===== src/rtl/risc_v_fetch_ctrl.sv =====
// Fetch-stage sequencer: PC enable/next-PC, imem handshake, IF/ID feed, redirect/stall arbitration.
// Optional performance counters are built when FETCH_PERF_CNT_EN is defined.
module risc_v_fetch_ctrl #(
   parameter int unsigned ADDR_WIDTH  = 32,
   parameter int unsigned INSTR_WIDTH = 32,
   parameter int unsigned PERF_WIDTH  = 16
) (
   input  logic                   clk,
   input  logic                   reset,
   input  logic [ADDR_WIDTH-1:0]  pc_in,
   output logic                   pc_en,
   output logic [ADDR_WIDTH-1:0]  next_pc,
   output logic                   imem_req,
   input  logic                   imem_ack,
   input  logic [INSTR_WIDTH-1:0] imem_rdata,
   input  logic                   stall,
   input  logic                   redirect_valid,
   input  logic [ADDR_WIDTH-1:0]  redirect_target,
   output logic                   if_id_en,
   output logic                   if_id_flush,
   output logic [INSTR_WIDTH-1:0] if_instr,
   output logic [ADDR_WIDTH-1:0]  if_pc,
   output logic [PERF_WIDTH-1:0]  perf_stall_cycles,
   output logic [PERF_WIDTH-1:0]  perf_redirects
);

   localparam logic [ADDR_WIDTH-1:0] WORD_INC   = ADDR_WIDTH'(4);
   localparam logic [ADDR_WIDTH-1:0] ALIGN_MASK = ~ADDR_WIDTH'(3);

   typedef enum logic [1:0] {S_BOOT, S_REQ, S_HOLD} state_e;

   state_e                 state_q, state_d;
   logic                   pend_valid_q, pend_valid_d;
   logic [ADDR_WIDTH-1:0]  pend_target_q, pend_target_d;
   logic [INSTR_WIDTH-1:0] buf_instr_q, buf_instr_d;
   logic [ADDR_WIDTH-1:0]  buf_pc_q, buf_pc_d;

   logic                   redir_any;
   logic [ADDR_WIDTH-1:0]  redir_tgt;
   logic [ADDR_WIDTH-1:0]  next_pc_raw;

   assign redir_any = redirect_valid | pend_valid_q;
   assign redir_tgt = redirect_valid ? redirect_target : pend_target_q;
   assign next_pc   = next_pc_raw & ALIGN_MASK;

   always_ff @(posedge clk or negedge reset) begin
      if (!reset) begin
         state_q       <= S_BOOT;
         pend_valid_q  <= 1'b0;
         pend_target_q <= '0;
         buf_instr_q   <= '0;
         buf_pc_q      <= '0;
      end else begin
         state_q       <= state_d;
         pend_valid_q  <= pend_valid_d;
         pend_target_q <= pend_target_d;
         buf_instr_q   <= buf_instr_d;
         buf_pc_q      <= buf_pc_d;
      end
   end

   // Next state and all fetch-side outputs
   always_comb begin
      state_d       = state_q;
      pend_valid_d  = pend_valid_q;
      pend_target_d = pend_target_q;
      buf_instr_d   = buf_instr_q;
      buf_pc_d      = buf_pc_q;
      pc_en         = 1'b0;
      next_pc_raw   = pc_in + WORD_INC;
      imem_req      = 1'b0;
      if_id_en      = 1'b0;
      if_id_flush   = 1'b0;
      if_instr      = imem_rdata;
      if_pc         = pc_in;

      unique case (state_q)
         S_BOOT: begin
            if_id_flush = 1'b1;
            if_instr    = '0;
            if_pc       = '0;
            state_d     = S_REQ;
         end
         S_REQ: begin
            imem_req = 1'b1;
            if (imem_ack) begin
               if (redir_any) begin
                  pc_en        = 1'b1;
                  next_pc_raw  = redir_tgt;
                  if_id_en     = 1'b1;
                  if_id_flush  = 1'b1;
                  pend_valid_d = 1'b0;
               end else if (stall) begin
                  buf_instr_d = imem_rdata;
                  buf_pc_d    = pc_in;
                  state_d     = S_HOLD;
               end else begin
                  pc_en    = 1'b1;
                  if_id_en = 1'b1;
               end
            end else begin
               // Address stays put mid-request; a redirect is parked until the ack.
               if (redirect_valid) begin
                  pend_valid_d  = 1'b1;
                  pend_target_d = redirect_target;
               end
               if (!stall) begin
                  if_id_en    = 1'b1;
                  if_id_flush = 1'b1;
               end
            end
         end
         S_HOLD: begin
            if_instr = buf_instr_q;
            if_pc    = buf_pc_q;
            if (redir_any) begin
               pc_en        = 1'b1;
               next_pc_raw  = redir_tgt;
               if_id_en     = 1'b1;
               if_id_flush  = 1'b1;
               pend_valid_d = 1'b0;
               state_d      = S_REQ;
            end else if (!stall) begin
               pc_en       = 1'b1;
               next_pc_raw = buf_pc_q + WORD_INC;
               if_id_en    = 1'b1;
               state_d     = S_REQ;
            end
         end
         default: state_d = S_BOOT;
      endcase
   end

`ifdef FETCH_PERF_CNT_EN
   logic [PERF_WIDTH-1:0] stall_cnt_q, stall_cnt_d;
   logic [PERF_WIDTH-1:0] redir_cnt_q, redir_cnt_d;
   logic                  redir_load_c;

   // A redirect is accepted exactly when the PC loads while one is live or pending
   assign redir_load_c = pc_en & redir_any;

   always_comb begin
      stall_cnt_d = stall_cnt_q;
      redir_cnt_d = redir_cnt_q;
      if ((state_q != S_BOOT) && !if_id_en && (stall_cnt_q != '1))
         stall_cnt_d = stall_cnt_q + PERF_WIDTH'(1);
      if (redir_load_c && (redir_cnt_q != '1))
         redir_cnt_d = redir_cnt_q + PERF_WIDTH'(1);
   end

   always_ff @(posedge clk or negedge reset) begin
      if (!reset) begin
         stall_cnt_q <= '0;
         redir_cnt_q <= '0;
      end else begin
         stall_cnt_q <= stall_cnt_d;
         redir_cnt_q <= redir_cnt_d;
      end
   end

   assign perf_stall_cycles = stall_cnt_q;
   assign perf_redirects    = redir_cnt_q;
`else
   assign perf_stall_cycles = '0;
   assign perf_redirects    = '0;
`endif

endmodule


===== config.mk =====
export PLATFORM = sky130hd
export DESIGN_NAME = risc_v_fetch_ctrl
export DESIGN_NICKNAME = d
export VERILOG_FILES = /design/src/rtl/risc_v_fetch_ctrl.sv
export SDC_FILE = /design/constraint.sdc
export NUM_CORES = 1
export LEC_CHECK = 0
export CORE_MARGIN = 2
export CORE_UTILIZATION = 45
export CTS_BUF_LIST = sky130_fd_sc_hd__clkbuf_16
export DETAILED_ROUTE_END_ITERATION = 8
export GPL_ROUTABILITY_DRIVEN = 0
export GPL_TIMING_DRIVEN = 0
export PLACE_DENSITY = 0.79
export SYNTH_ARGS = -nofsm -noshare
export SYNTH_HDL_FRONTEND = slang
export SYNTH_SLANG_ARGS = --single-unit

===== constraint.sdc =====
create_clock -name clk -period 3.3 [get_ports clk]
set_input_delay 0.495 -clock clk [delete_from_list [all_inputs] [get_ports clk]]
set_output_delay 0.495 -clock clk [all_outputs]
set_load 0.01 [all_outputs]

# Word level (Yosys, flattened, before mapping)
# Index checks and enable logic that the tools add are counted.
[op_classes] n_reduce_logical=6 bitwise=3 add_sub_neg=2 eq_ne=7 muxes=28
[op_table] operator="$pmux 32 s2" count=3
[op_table] operator="$mux 32" count=5
[op_table] operator="$add 32x3->32 const B" count=2
[op_table] operator="$mux 1" count=10
[op_table] operator="$mux 2" count=5
[op_table] operator="$reduce_and 4->1" count=2
[op_table] operator="$ne 2x2->1 const B" count=3
[op_table] operator="$ne 3x3->1 const B" count=2
[op_table] operator="$pmux 1 s2" count=3
[op_table] operator="$pmux 2 s3" count=1
[op_table] operator="$reduce_and 2->1" count=2
[op_table] operator="$pmux 1 s3" count=1
[op_table] operator="$eq 2x1->1 const B" count=1
[op_table] operator="$eq 2x2->1 const B" count=1
[op_table] operator="$logic_not 2->1" count=1
[op_table] operator="$not 1->1" count=2
[op_table] operator="$reduce_bool 2->1" count=1
[op_table] operator="$or 1x1->1" count=1
[totals] word_cells=51 reg_bits=99 inputBits=101

# Longest topological paths before layout
# Gate-level depths: netlist of run 1.
[depth] depth_word=4 depth_mapped=10

# Worst setup path after synthesis of run 1
# OpenSTA, ideal clock, no wires.
[synth_timing] kind="register to output" from="reg state_q[1]" to="out next_pc[28]" required_time_ns=2.805 arrival_time_ns=1.928 path_stages_with_launch=9 slack_ns=0.877 path_buffers=0 cell_sequence="dfrtp_1 -> inv_1 -> ha_1 -> nand2_1 -> nor2_1 -> o21ai_0 -> a21oi_1 -> nand4_1 -> a21oi_1"
[synth_via] elab_chain_cells=2 elab_cells_between_ends=3 cone_classes="2 x eq/ne; 1 x mux"
[synth_rtl] item="start, declared" line_no="32" rtl="state_e state_q, state_d;"
[synth_rtl] item="start signal, assigned" line_no="54" rtl="state_q <= state_d;"
[synth_rtl] item="$eq 2x2->1 or $eq 2x1->1 (tied branches)" line_no="77" rtl="unique case (state_q)"
[synth_rtl] item="$pmux 32 s2 *" line_no="77"
[synth_rtl] item="end, declared" line_no="12" rtl="output logic [ADDR_WIDTH-1:0] next_pc,"
# Every way passes the cells marked *; elsewhere a longest branch is shown, timed or not.

# Final worst setup path of run 1
[layout_timing] from="reg state_q[1]" to="out next_pc[24]"
# The elaborated chain is that of the path after synthesis.

==> summary.md, run 1 <==
| Metric | Value |
|---|---|
| Clk_lat worst skew | `0.36 ns` |
| Sinks on Clock Net | `97` |
| Die area | `0.0169 mm2` |
| Drt pass-1 iters | `6` |
| Max rail drop VDD | `0.463 mV` |
| RSZ-0062 raised after global routing | `yes` |
| Top post-synthesis cells by area | `dfrtp_1 34%, mux2_2 10%, nand2_1 6.5%` |
| Top_reg_cell synth | `dfrtp_1` |
| Gr usage total | `0.285` |
| Io pins | `233` |
| Post-synth ARST share | `1.00` |
| CORE AREA | `0.0153 mm2` |
| Setup_tns | `0 ns` |
| Share of layout cells above drive strength 1 | `0.213` |
| Via count | `7377` |
| Seq pwr share | `0.300` |
| Largest area contributor in the netlist | `dfrtp_1` |
| Tmin final | `3.30 ns` |
| Hold Crit Class | `primary input to asynchronous set/reset pin` |
| Routed wire length per instance | `19.2 um` |
| Buffers on Ports | `191` |
| Synth cell types | `56` |
| Final WS setup | `0.00365 ns` |
| Worst Setup SP | `state_q[1]$_DFFE_PN0P_` |
| Worst setup SP type | `register` |
| Worst EP required | `2.80 ns` |
| Clock transition at the registers of the reported paths | `0.07 ns` |
| Critical Path End | `next_pc[24]` |
| Max cap viols | `0` |
| Commonest non-fill, non-tap cell in the layout | `clkdlybuf4s50_1` |
| Pint | `4.55 mW` |
| Number of synthesized register bits | `97` |
| Initial antenna violation count | `0` |
| CTS HTree Levels | `3` |
| Number of global-route vias before repair | `6822` |
| Slew headroom | `0.554` |
| Number of enable flip-flop cells after synthesis | `0` |
| Hold_ws | `0.164 ns` |
| CP Capture Type | `primary output` |
| Switching Share | `0.417` |
| Fillers | `1248` |
| CTS tree | `built` |
| Place WS | `-0.484 ns` |
| Final ANT Viol Nets | `0` |
| Ant diodes | `0` |
| Clk pwr share | `0.141` |
| Comb pwr share | `0.559` |
| Total CTS buffers | `9` |
| Flop2flop setup slack | `1.12 ns` |
| Max-slew violations | `0` |
| Area fraction of the dominant cell type after synthesis | `0.341` |
| Register area share after synthesis | `0.341` |
| Outcome | `completed` |
| Netlist Area Pre-Place | `0.00712 mm2` |
| WL final | `24800 um` |
| Cells after synthesis | `818` |
| First-pass GRT wire length | `36800 um` |
| Fmax | `0.303 GHz` |
| Worst r2r src | `pend_valid_q$_DFFE_PN0P_` |
| Worst-Margin Slew | `0.669 ns` |
| NetSw | `3.25 mW` |
| Initial DRC Count | `813` |
| Final hold violation count | `0` |
| Die H | `130 um` |
| DRC Markers | `0` |
| Site row count | `45` |
| Root buf cell | `clkbuf_16` |
| Data arrival, critical path | `2.80 ns` |
| Initial Util | `0.465` |
| Crit path max fanout | `7` |
| Synth warn | `0` |
| Mean Syn Cell Area | `8.71 um2` |
| Final Skew | `0.00564 ns` |
| Worst R2R End | `buf_pc_q[6]$_DFFE_PN0P_` |
| Leakage | `4.36 nW` |
| Final setup fails | `0` |
| Dpl hpwl | `18500 um` |
| Grt ovf | `0` |
| Vias/cell | `5.73` |
| Pwr dens | `764 mW/mm2` |
| NumNets Final | `1178` |
| FF-to-FF path depth | `8` |
| Commonest cells after routing, fill and taps aside | `158 x clkdlybuf4s50_1, 121 x nand2_1, 91 x dfrtp_1, 74 x o21ai_0, 65 x mux2_2` |
| Die W | `130 um` |
| Final period utilization | `0.999` |
| Critical path class | `register to primary output` |
| Synth-to-layout area growth | `43.3%` |
| Clock Path Buffers | `2` |
| Largest net degree at the start of global routing | `51` |
## final cells by class
cell class,instances,area (um2),area share
multi-input cells,655,4580,0.449
flip-flops and latches,97,2430,0.239
repair buffers,209,2050,0.201
plain buffers,85,519,0.0509
well taps,211,264,0.0259
clock buffers,9,225,0.0221
clock inverters,7,77.6,0.00760
inverters,14,52.6,0.00515
## power by group through the flow
stage / Clock, mW / Combinational [mW] / Sequential (mW)
2_1_floorplan: 0 / 2.31 / 2.16
5_1_grt: 1.15 / 4.64 / 2.42
3_3_place_gp: 0 / 4.07 / 2.26
4_1_cts: 1.10 / 4.23 / 2.30
3_5_place_dp: 0 / 4.12 / 2.30
6_report: 1.10 / 4.35 / 2.34
## how the worst min path moves through the flow
stage | depth (start not counted) | end | startpoint
after floorplan | 0 | buf_instr_q[0]$_DFFE_PN0P_ | reset
after CTS | 1 | pend_target_q[4]$_DFFE_PN0P_ | reset
after global placement | 2 | pend_target_q[9]$_DFFE_PN0P_ | pend_target_q[9]$_DFFE_PN0P_
final | 1 | pend_target_q[4]$_DFFE_PN0P_ | reset
after global routing | 1 | pend_target_q[4]$_DFFE_PN0P_ | reset
after detailed placement | 1 | pend_target_q[26]$_DFFE_PN0P_ | pend_target_q[26]$_DFFE_PN0P_
## state kept, by name (all words and copies together), names as in the netlist
signal,flops
pend_target_q,30
state_q,2
buf_instr_q,32
buf_pc_q,32
pend_valid_q,1
## synthesized netlist by cell type (2+ instances only)
library cell,instances
a211oi_1,2
a21oi_1,23
a22o_1,28
a22oi_1,2
a31o_2,2
a31oi_1,4
and2_1,2
and3_1,9
and4_1,4
buf_1,7
buf_2,15
buf_4,34
clkbuf_1,29
dfrtp_1,97
ha_1,6
inv_1,13
mux2_1,24
mux2_2,65
mux2i_1,22
nand2_1,123
nand2b_1,7
nand3_1,22
nand4_1,21
nor2_1,45
nor2_2,3
nor3_1,10
nor4_1,4
o211ai_1,4
o21ai_0,75
o21ai_1,8
o221ai_1,5
o22ai_1,22
o32ai_1,2
or3_1,6
xnor2_1,33
xor2_1,20
## logic make-up (layout without fill, tap and decap cells)
kind of cell | after synthesis | in the layout | share of synthesized area
xor+xnor | 53 | 53 | 0.0652
buf+inv | 100 | 324 | 0.0734
other cells | 1 | 34 | 0.000526
simple gates | 262 | 263 | 0.172
flops | 97 | 97 | 0.341
compound gates | 188 | 188 | 0.166
fa+ha+maj | 6 | 6 | 0.0105
mux | 111 | 111 | 0.172
## critical path, stage by stage (launching register included)
cell           delay, ns
dfrtp_1             0.42
inv_2               0.08
ha_1                0.32
inv_2               0.09
or3_1               0.38
clkbuf_1            0.22
a21oi_1             0.25
a22oi_1             0.12
o21ai_1             0.25
dlygate4sd2_1       0.31
## routing by layer
metal / routed length [um] / global-route usage / vias up / share of wire
met4: 896 / 0.104 / 0 / 0.036
li1: - / - / 3381 / -
met5: 0 / 0 / - / 0
met3: 2610 / 0.0709 / 83 / 0.11
met1: 10000 / 0.377 / 3447 / 0.40
met2: 11200 / 0.455 / 466 / 0.45
## timing repair
action	4_1_cts	5_1_grt
hold buffers	0	0
setup endpoints to repair	96	78
gates resized for setup	87	46
gates cloned	0	1
endpoints found under the hold margin	0	0
buffers inserted	10	7
pin swaps	9	4
## per-stage QoR
step	total power, mW	instance area, um2	util	std cells
floorplan	4.47	7250	-	851
global placement	6.33	9420	0.615	1253
detailed placement	6.42	9450	0.617	1254
CTS	7.62	10000	0.655	1279
global route	8.20	10200	0.666	1287
finish	7.79	10200	0.666	1287
No activity file was read; power rests on OpenSTA's default activity.
==> run 2, diff against run 1 <==
- HOLD_SLACK_MARGIN: default -> 0.1
- PLACE_DENSITY: 0.79 -> 0.87
==> summary.md, run 2 (synthesis gave the netlist of run 1 again) <==
| Metric | Value |
|---|---|
| Outcome | `completed` |
| FF-to-FF path depth | `6 (-2)` |
| Clk_lat worst skew | `0.36 ns (about the same)` |
| Gr usage total | `0.288 (+0.00295)` |
| Worst setup SP type | `primary input` |
| Sinks on Clock Net | `97 (unchanged)` |
| Buffers on Ports | `191 (unchanged)` |
| Pwr dens | `761 mW/mm2 (-0.37%)` |
| Hold Crit Class | `primary input to asynchronous set/reset pin` |
| Synth-to-layout area growth | `42.9%` |
| Final setup fails | `0 (unchanged)` |
| Final ANT Viol Nets | `0 (unchanged)` |
| Clock transition at the registers of the reported paths | `0.07 ns (about the same)` |
| Global routing met2 resource utilization | `0.451 (-0.00431)` |
| Share of layout cells above drive strength 1 | `0.206 (-0.00667)` |
| Max cap viols | `0 (unchanged)` |
| Die W | `130 um (unchanged)` |
| Final Power | `7.74 mW (-0.62%)` |
| Leakage | `4.40 nW (+1.0%)` |
| DRC Markers | `0 (unchanged)` |
| Final WS setup | `0.0577 ns (+0.0541 ns)` |
| CP Capture Type | `primary output` |
| Critical path class | `primary input to primary output` |
| CTS HTree Levels | `3 (unchanged)` |
| Final period utilization | `0.983 (-0.0164)` |
| Total CTS buffers | `9 (unchanged)` |
| Site row count | `45 (unchanged)` |
| Vias/cell | `5.82 (+1.6%)` |
| Slew headroom | `0.531 (-0.0233)` |
| Via count | `7470 (+1.3%)` |
| Data arrival, critical path | `2.75 ns (-0.05 ns)` |
| Crit path max fanout | `10 (+3)` |
| Clock Path Buffers | `2 (unchanged)` |
| CORE AREA | `0.0153 mm2 (unchanged)` |
| Dpl hpwl | `18600 um (+0.51%)` |
| Die area | `0.0169 mm2 (unchanged)` |
| Ant diodes | `0 (unchanged)` |
| Number of global-route vias before repair | `6896 (+1.1%)` |
| Largest net degree at the start of global routing | `52 (+2.0%)` |
| WL final | `24900 um (+0.69%)` |
| Tmin final | `3.24 ns (-0.0541 ns)` |
| NumNets Final | `1174 (-0.34%)` |
| Die H | `130 um (unchanged)` |
| Area of the multi-input gates | `0.00456 mm2 (-0.41%)` |
| Largest regs | `buf_instr_q: 32 flops, buf_pc_q: 32 flops, pend_target_q: 30 flops` |
| Cell at the slowest stage of the critical path | `clkdlybuf4s50_1` |
| Worst EP required | `2.80 ns (about the same)` |
| Drt pass-1 iters | `8 (+2)` |
| Final Skew | `0.0103 ns (+0.00468 ns)` |
| Root buf cell | `clkbuf_16` |
| Routed wire length per instance | `19.4 um (+1.0%)` |
| GR Layer Usage met1 | `0.383 (+0.00593)` |
| Initial DRC Count | `1079 (+33%)` |
| Final std cells w/o fill | `1283 (-0.31%)` |
| Final hold violation count | `0 (unchanged)` |
| Io pins | `233 (unchanged)` |
| First-pass GRT wire length | `37500 um (+1.8%)` |
| Initial antenna violation count | `0 (unchanged)` |
| Worst-Margin Slew | `0.704 ns (+0.0350 ns)` |
| Fillers | `1192 (-4.5%)` |
| Post-route cell area | `0.0102 mm2 (-0.24%)` |
| Fmax | `0.308 GHz (+1.7%)` |
| Initial Util | `0.465 (unchanged)` |
| Grt ovf | `0 (unchanged)` |
| Met3 Usage GRT | `0.0734 (+0.00246)` |
| Hold_buf cts | `0 (unchanged)` |
| Dpl cells | `1254 (unchanged)` |
| GRT busiest layer | `met2` |
| Place WS | `-0.411 ns (+0.0736 ns)` |
| CP Cell Sequence | `clkdlybuf4s50_1 > nand2_1 > nor2_4 > a21oi_4 > clkbuf_4 > o22ai_1 > nand2_1 > o21ai_0 > clkdlybuf4s50_1` |
| DP Area | `0.00945 mm2 (unchanged)` |
| Commonest cells after routing, fill and taps aside | `157 x clkdlybuf4s50_1, 121 x nand2_1, 92 x dfrtp_1, 74 x o21ai_0, 65 x mux2_2` |
| Slowest stage delay, CP | `0.64 ns (+0.22 ns)` |
| Max-slew violations | `0 (unchanged)` |
| CTS tree | `built` |
| Commonest non-fill, non-tap cell in the layout | `clkdlybuf4s50_1` |
| Reg area | `0.00243 mm2 (about the same)` |
| Max rail drop VDD | `0.473 mV (+2.2%)` |
-- run 2: worst paths after layout --
| path | start | end | slack [ns] |
|---|---|---|---|
| worst max-delay path | imem_ack | next_pc[5] | 0.06 |
| worst min register to register | pend_target_q[7]$_DFFE_PN0P_ | pend_target_q[7]$_DFFE_PN0P_ | 0.49 |
| worst max register to register | pend_valid_q$_DFFE_PN0P_ | buf_pc_q[30]$_DFFE_PN0P_ | 1.06 |
| worst min-delay path | reset | buf_instr_q[13]$_DFFE_PN0P_ | 0.17 |
| max in group asynchronous | reset | pend_target_q[16]$_DFFE_PN0P_ | 2.44 |
| min in group clk | pc_in[10] | buf_pc_q[10]$_DFFE_PN0P_ | 0.48 |
-- run 2: per-layer routing --
layer | up-vias | part of all wire | routed length [um]
met5 | - | 0 | 0
met4 | 0 | 0.041 | 1030
met1 | 3493 | 0.40 | 9940
met3 | 103 | 0.11 | 2730
li1 | 3374 | - | -
met2 | 500 | 0.45 | 11200
-- run 2: stage by stage --
stage          TNS [ns]  utilization  hold WS (ns)
2_1_floorplan         0            -         0.199
3_3_place_gp    -193.79        0.615         0.471
3_5_place_dp      -6.92        0.617         0.480
4_1_cts         -0.0973        0.651         0.203
5_1_grt         -0.0558        0.665         0.224
6_report              0        0.665         0.166
-- run 2: final cells by class --
type | count | share of cell area
plain buffers | 85 | 0.0514
clock buffers | 9 | 0.0221
clock inverters | 7 | 0.00713
inverters | 14 | 0.00516
multi-input cells | 654 | 0.448
flip-flops and latches | 97 | 0.239
well taps | 211 | 0.0259
repair buffers | 206 | 0.201
-- run 2: worst max-delay path, delay by kind of cell --
kind                   cells  cell delay, ns
buffers and inverters      3            1.42
AND/OR/NAND/NOR            3            0.46
AO/OA/AOI/OAI              3            0.36
-- run 2: power breakdown --
group	internal, mW	total, mW	switching, mW
clock	0.587	1.06	0.471
combinational	2.13	4.35	2.22
sequential	1.79	2.34	0.549
-- run 2: timing repair --
item,4_1_cts,5_1_grt
pin swaps,11,7
setup buffers,5,9
resized for setup,77,56
setup endpoints to repair,96,85
==> run 3, diff against run 2 <==
- CORE_MARGIN: 2 -> default
==> summary.md, run 3 (synthesis gave the netlist of run 1 again) <==
| Metric | Value |
|---|---|
| Final ANT Viol Nets | `0 (unchanged)` |
| Site row count | `45 (unchanged)` |
| Area of the multi-input gates | `0.00454 mm2 (-0.49%)` |
| Die H | `128 um (-1.5%)` |
| Root buf cell | `clkbuf_16` |
| Die area | `0.0163 mm2 (-3.1%)` |
| Number of global-route vias before repair | `7151 (+3.7%)` |
| Max-slew violations | `0 (unchanged)` |
| NetSw | `3.25 mW (+0.42%)` |
| Share of layout cells above drive strength 1 | `0.208 (+0.00183)` |
| Max rail drop VDD | `0.447 mV (-5.6%)` |
| Worst R2R End | `buf_instr_q[31]$_DFFE_PN0P_` |
| Crit path max fanout | `10 (unchanged)` |
| Tmin final | `3.32 ns (+0.0752 ns)` |
| FF-to-FF path depth | `6 (unchanged)` |
| Drt pass-1 iters | `6 (-2)` |
| Outcome | `finished with violations` |
| Largest net degree at the start of global routing | `50 (-3.8%)` |
| Setup_tns | `-0.0229 ns (-0.0229 ns)` |
| Slew headroom | `0.560 (+0.0293)` |
| Commonest cells after routing, fill and taps aside | `157 x clkdlybuf4s50_1, 122 x nand2_1, 92 x dfrtp_1, 73 x o21ai_0, 65 x mux2_2` |
| Fin util | `0.663 (-0.00188)` |
| Worst setup SP type | `primary input` |
| CP most frequent cell | `clkdlybuf4s50_1` |
| NumNets Final | `1179 (+0.43%)` |
| CP Cell Sequence | `clkdlybuf4s50_1 > buf_2 > nand2_1 > clkbuf_2 > nor2_1 > o21ai_0 > o211ai_1 > clkdlybuf4s50_1` |
| Critical Path End | `next_pc[25]` |
| Ant diodes | `0 (unchanged)` |
| Worst Setup SP | `stall` |
| Via count | `7553 (+1.1%)` |
| Crit path max-delay family | `buffers and inverters` |
| Failing checks | `negative setup slack` |
| Io pins | `233 (unchanged)` |
| CORE AREA | `0.0153 mm2 (unchanged)` |
| CP Capture Type | `primary output` |
| Worst-Margin Slew | `0.660 ns (-0.0440 ns)` |
| Pint | `4.44 mW (-1.5%)` |
| Worst EP required | `2.80 ns (about the same)` |
| Final Power | `7.69 mW (-0.68%)` |
| Initial Util | `0.465 (unchanged)` |
| Slowest stage delay, CP | `0.60 ns (-0.04 ns)` |
| Data arrival, critical path | `2.82 ns (+0.07 ns)` |
| Worst r2r src | `pend_valid_q$_DFFE_PN0P_` |
| Hold Crit Class | `primary input to asynchronous set/reset pin` |
| Clock Path Buffers | `2 (unchanged)` |
| CP Depth | `8 (-1)` |
| Largest regs | `buf_instr_q: 32 flops, buf_pc_q: 32 flops, pend_target_q: 30 flops` |
| CTS HTree Levels | `3 (unchanged)` |
| Sinks on Clock Net | `97 (unchanged)` |
| DRC Markers | `0 (unchanged)` |
| Buffers on Ports | `191 (unchanged)` |
| Final period utilization | `1.01 (+0.0228)` |
| Synth-to-layout area growth | `42.5%` |
| Commonest non-fill, non-tap cell in the layout | `clkdlybuf4s50_1` |
| CP Buf/Inv Count | `4 (+1)` |
| Comb pwr share | `0.568 (+0.007)` |
| Max cap viols | `0 (unchanged)` |
| Critical path class | `primary input to primary output` |
| Initial antenna violation count | `0 (unchanged)` |
| Leakage | `4.32 nW (-1.8%)` |
| Fmax | `0.301 GHz (-2.3%)` |
| Die W | `128 um (-1.5%)` |
| Clk pwr share | `0.128 (-0.009)` |
| Switching Share | `0.423 (+0.00463)` |
| Vias/cell | `5.86 (+0.72%)` |
| Final Skew | `0.00589 ns (-0.00442 ns)` |
| Reg area | `0.00243 mm2 (unchanged)` |
| Clock transition at the registers of the reported paths | `0.06 ns (about the same)` |
| Flop2flop setup slack | `0.99 ns (-0.07 ns)` |
| Pwr dens | `758 mW/mm2 (-0.40%)` |
| Seq pwr share | `0.304 (+0.002)` |
| Final hold violation count | `0 (unchanged)` |
| First-pass GRT wire length | `38500 um (+2.8%)` |
| Place WS | `-0.459 ns (-0.0483 ns)` |
| Initial DRC Count | `1012 (-6.2%)` |
| Dpl hpwl | `18600 um (-0.15%)` |
| Final WS setup | `-0.0175 ns (-0.0752 ns)` |
| Total CTS buffers | `9 (unchanged)` |
| Final setup fails | `2 (+2)` |
| Routed wire length per instance | `19.5 um (+0.40%)` |
| Gr usage total | `0.306 (+0.0175)` |
| Grt ovf | `0 (unchanged)` |
| Clk_lat worst skew | `0.36 ns (about the same)` |
| Post-route cell area | `0.0102 mm2 (-0.28%)` |
| CTS tree | `built` |
| Cell at the slowest stage of the critical path | `clkdlybuf4s50_1` |
| DP Area | `0.00945 mm2 (unchanged)` |
| Fillers | `1195 (+0.25%)` |
| WL final | `25100 um (+0.79%)` |
-- run 3: worst reg2reg max path: stages (launching register included) --
cell     delay [ns]
dfrtp_1        0.35
buf_2          0.18
nor2_4         0.29
nand2_1        0.30
nor2_2         0.31
buf_2          0.38
mux2_2         0.39
-- run 3: routing by layer --
layer / vias to the layer above / wire length [um] / global-route usage / part of all wire
li1: 3371 / - / - / -
met1: 3535 / 9870 / 0.401 / 0.39
met2: 544 / 11200 / 0.470 / 0.45
met3: 103 / 2900 / 0.0785 / 0.12
met4: 0 / 1120 / 0.148 / 0.044
met5: - / 0 / 0 / 0
-- run 3: area by class of cell --
class | count | share of cell area
sequential | 97 | 0.240
inverter | 14 | 0.00518
timing repair buffer | 212 | 0.205
clock buffer | 9 | 0.0222
tap | 211 | 0.0260
clock inverter | 7 | 0.00481
multi-input combinational | 654 | 0.447
buffer | 84 | 0.0500
-- run 3: worst min-delay path by stage --
stage	start	cells after the start	endpoint	slack, ns
finish	reset	1	pend_target_q[6]$_DFFE_PN0P_	0.17
global placement	pend_target_q[3]$_DFFE_PN0P_	1	pend_target_q[3]$_DFFE_PN0P_	0.47
detailed placement	pend_target_q[18]$_DFFE_PN0P_	1	pend_target_q[18]$_DFFE_PN0P_	0.48
floorplan	reset	0	buf_instr_q[0]$_DFFE_PN0P_	0.20
CTS	reset	1	pend_target_q[6]$_DFFE_PN0P_	0.19
global route	reset	1	pend_target_q[6]$_DFFE_PN0P_	0.22
-- run 3: power by group through the flow --
stage,Combinational [mW],Sequential [mW],Clock [mW]
floorplan,2.31,2.16,0
global placement,4.04,2.26,0
detailed placement,4.12,2.31,0
CTS,4.19,2.30,0.995
global route,4.63,2.41,1.05
finish,4.37,2.34,0.987
-- run 3: repair_timing --
item | in CTS | in global routing
gates cloned | 0 | 0
hold buffers | 0 | 0
resized for setup | 85 | 41
pin swaps | 6 | 6
setup buffers | 7 | 13
endpoints found under the setup margin | 96 | 65
-- run 3: per-stage QoR --
step / hold WS (ns) / cells
2_1_floorplan: 0.199 / 851
3_3_place_gp: 0.470 / 1253
3_5_place_dp: 0.480 / 1254
4_1_cts: 0.190 / 1276
5_1_grt: 0.217 / 1288
6_report: 0.165 / 1288
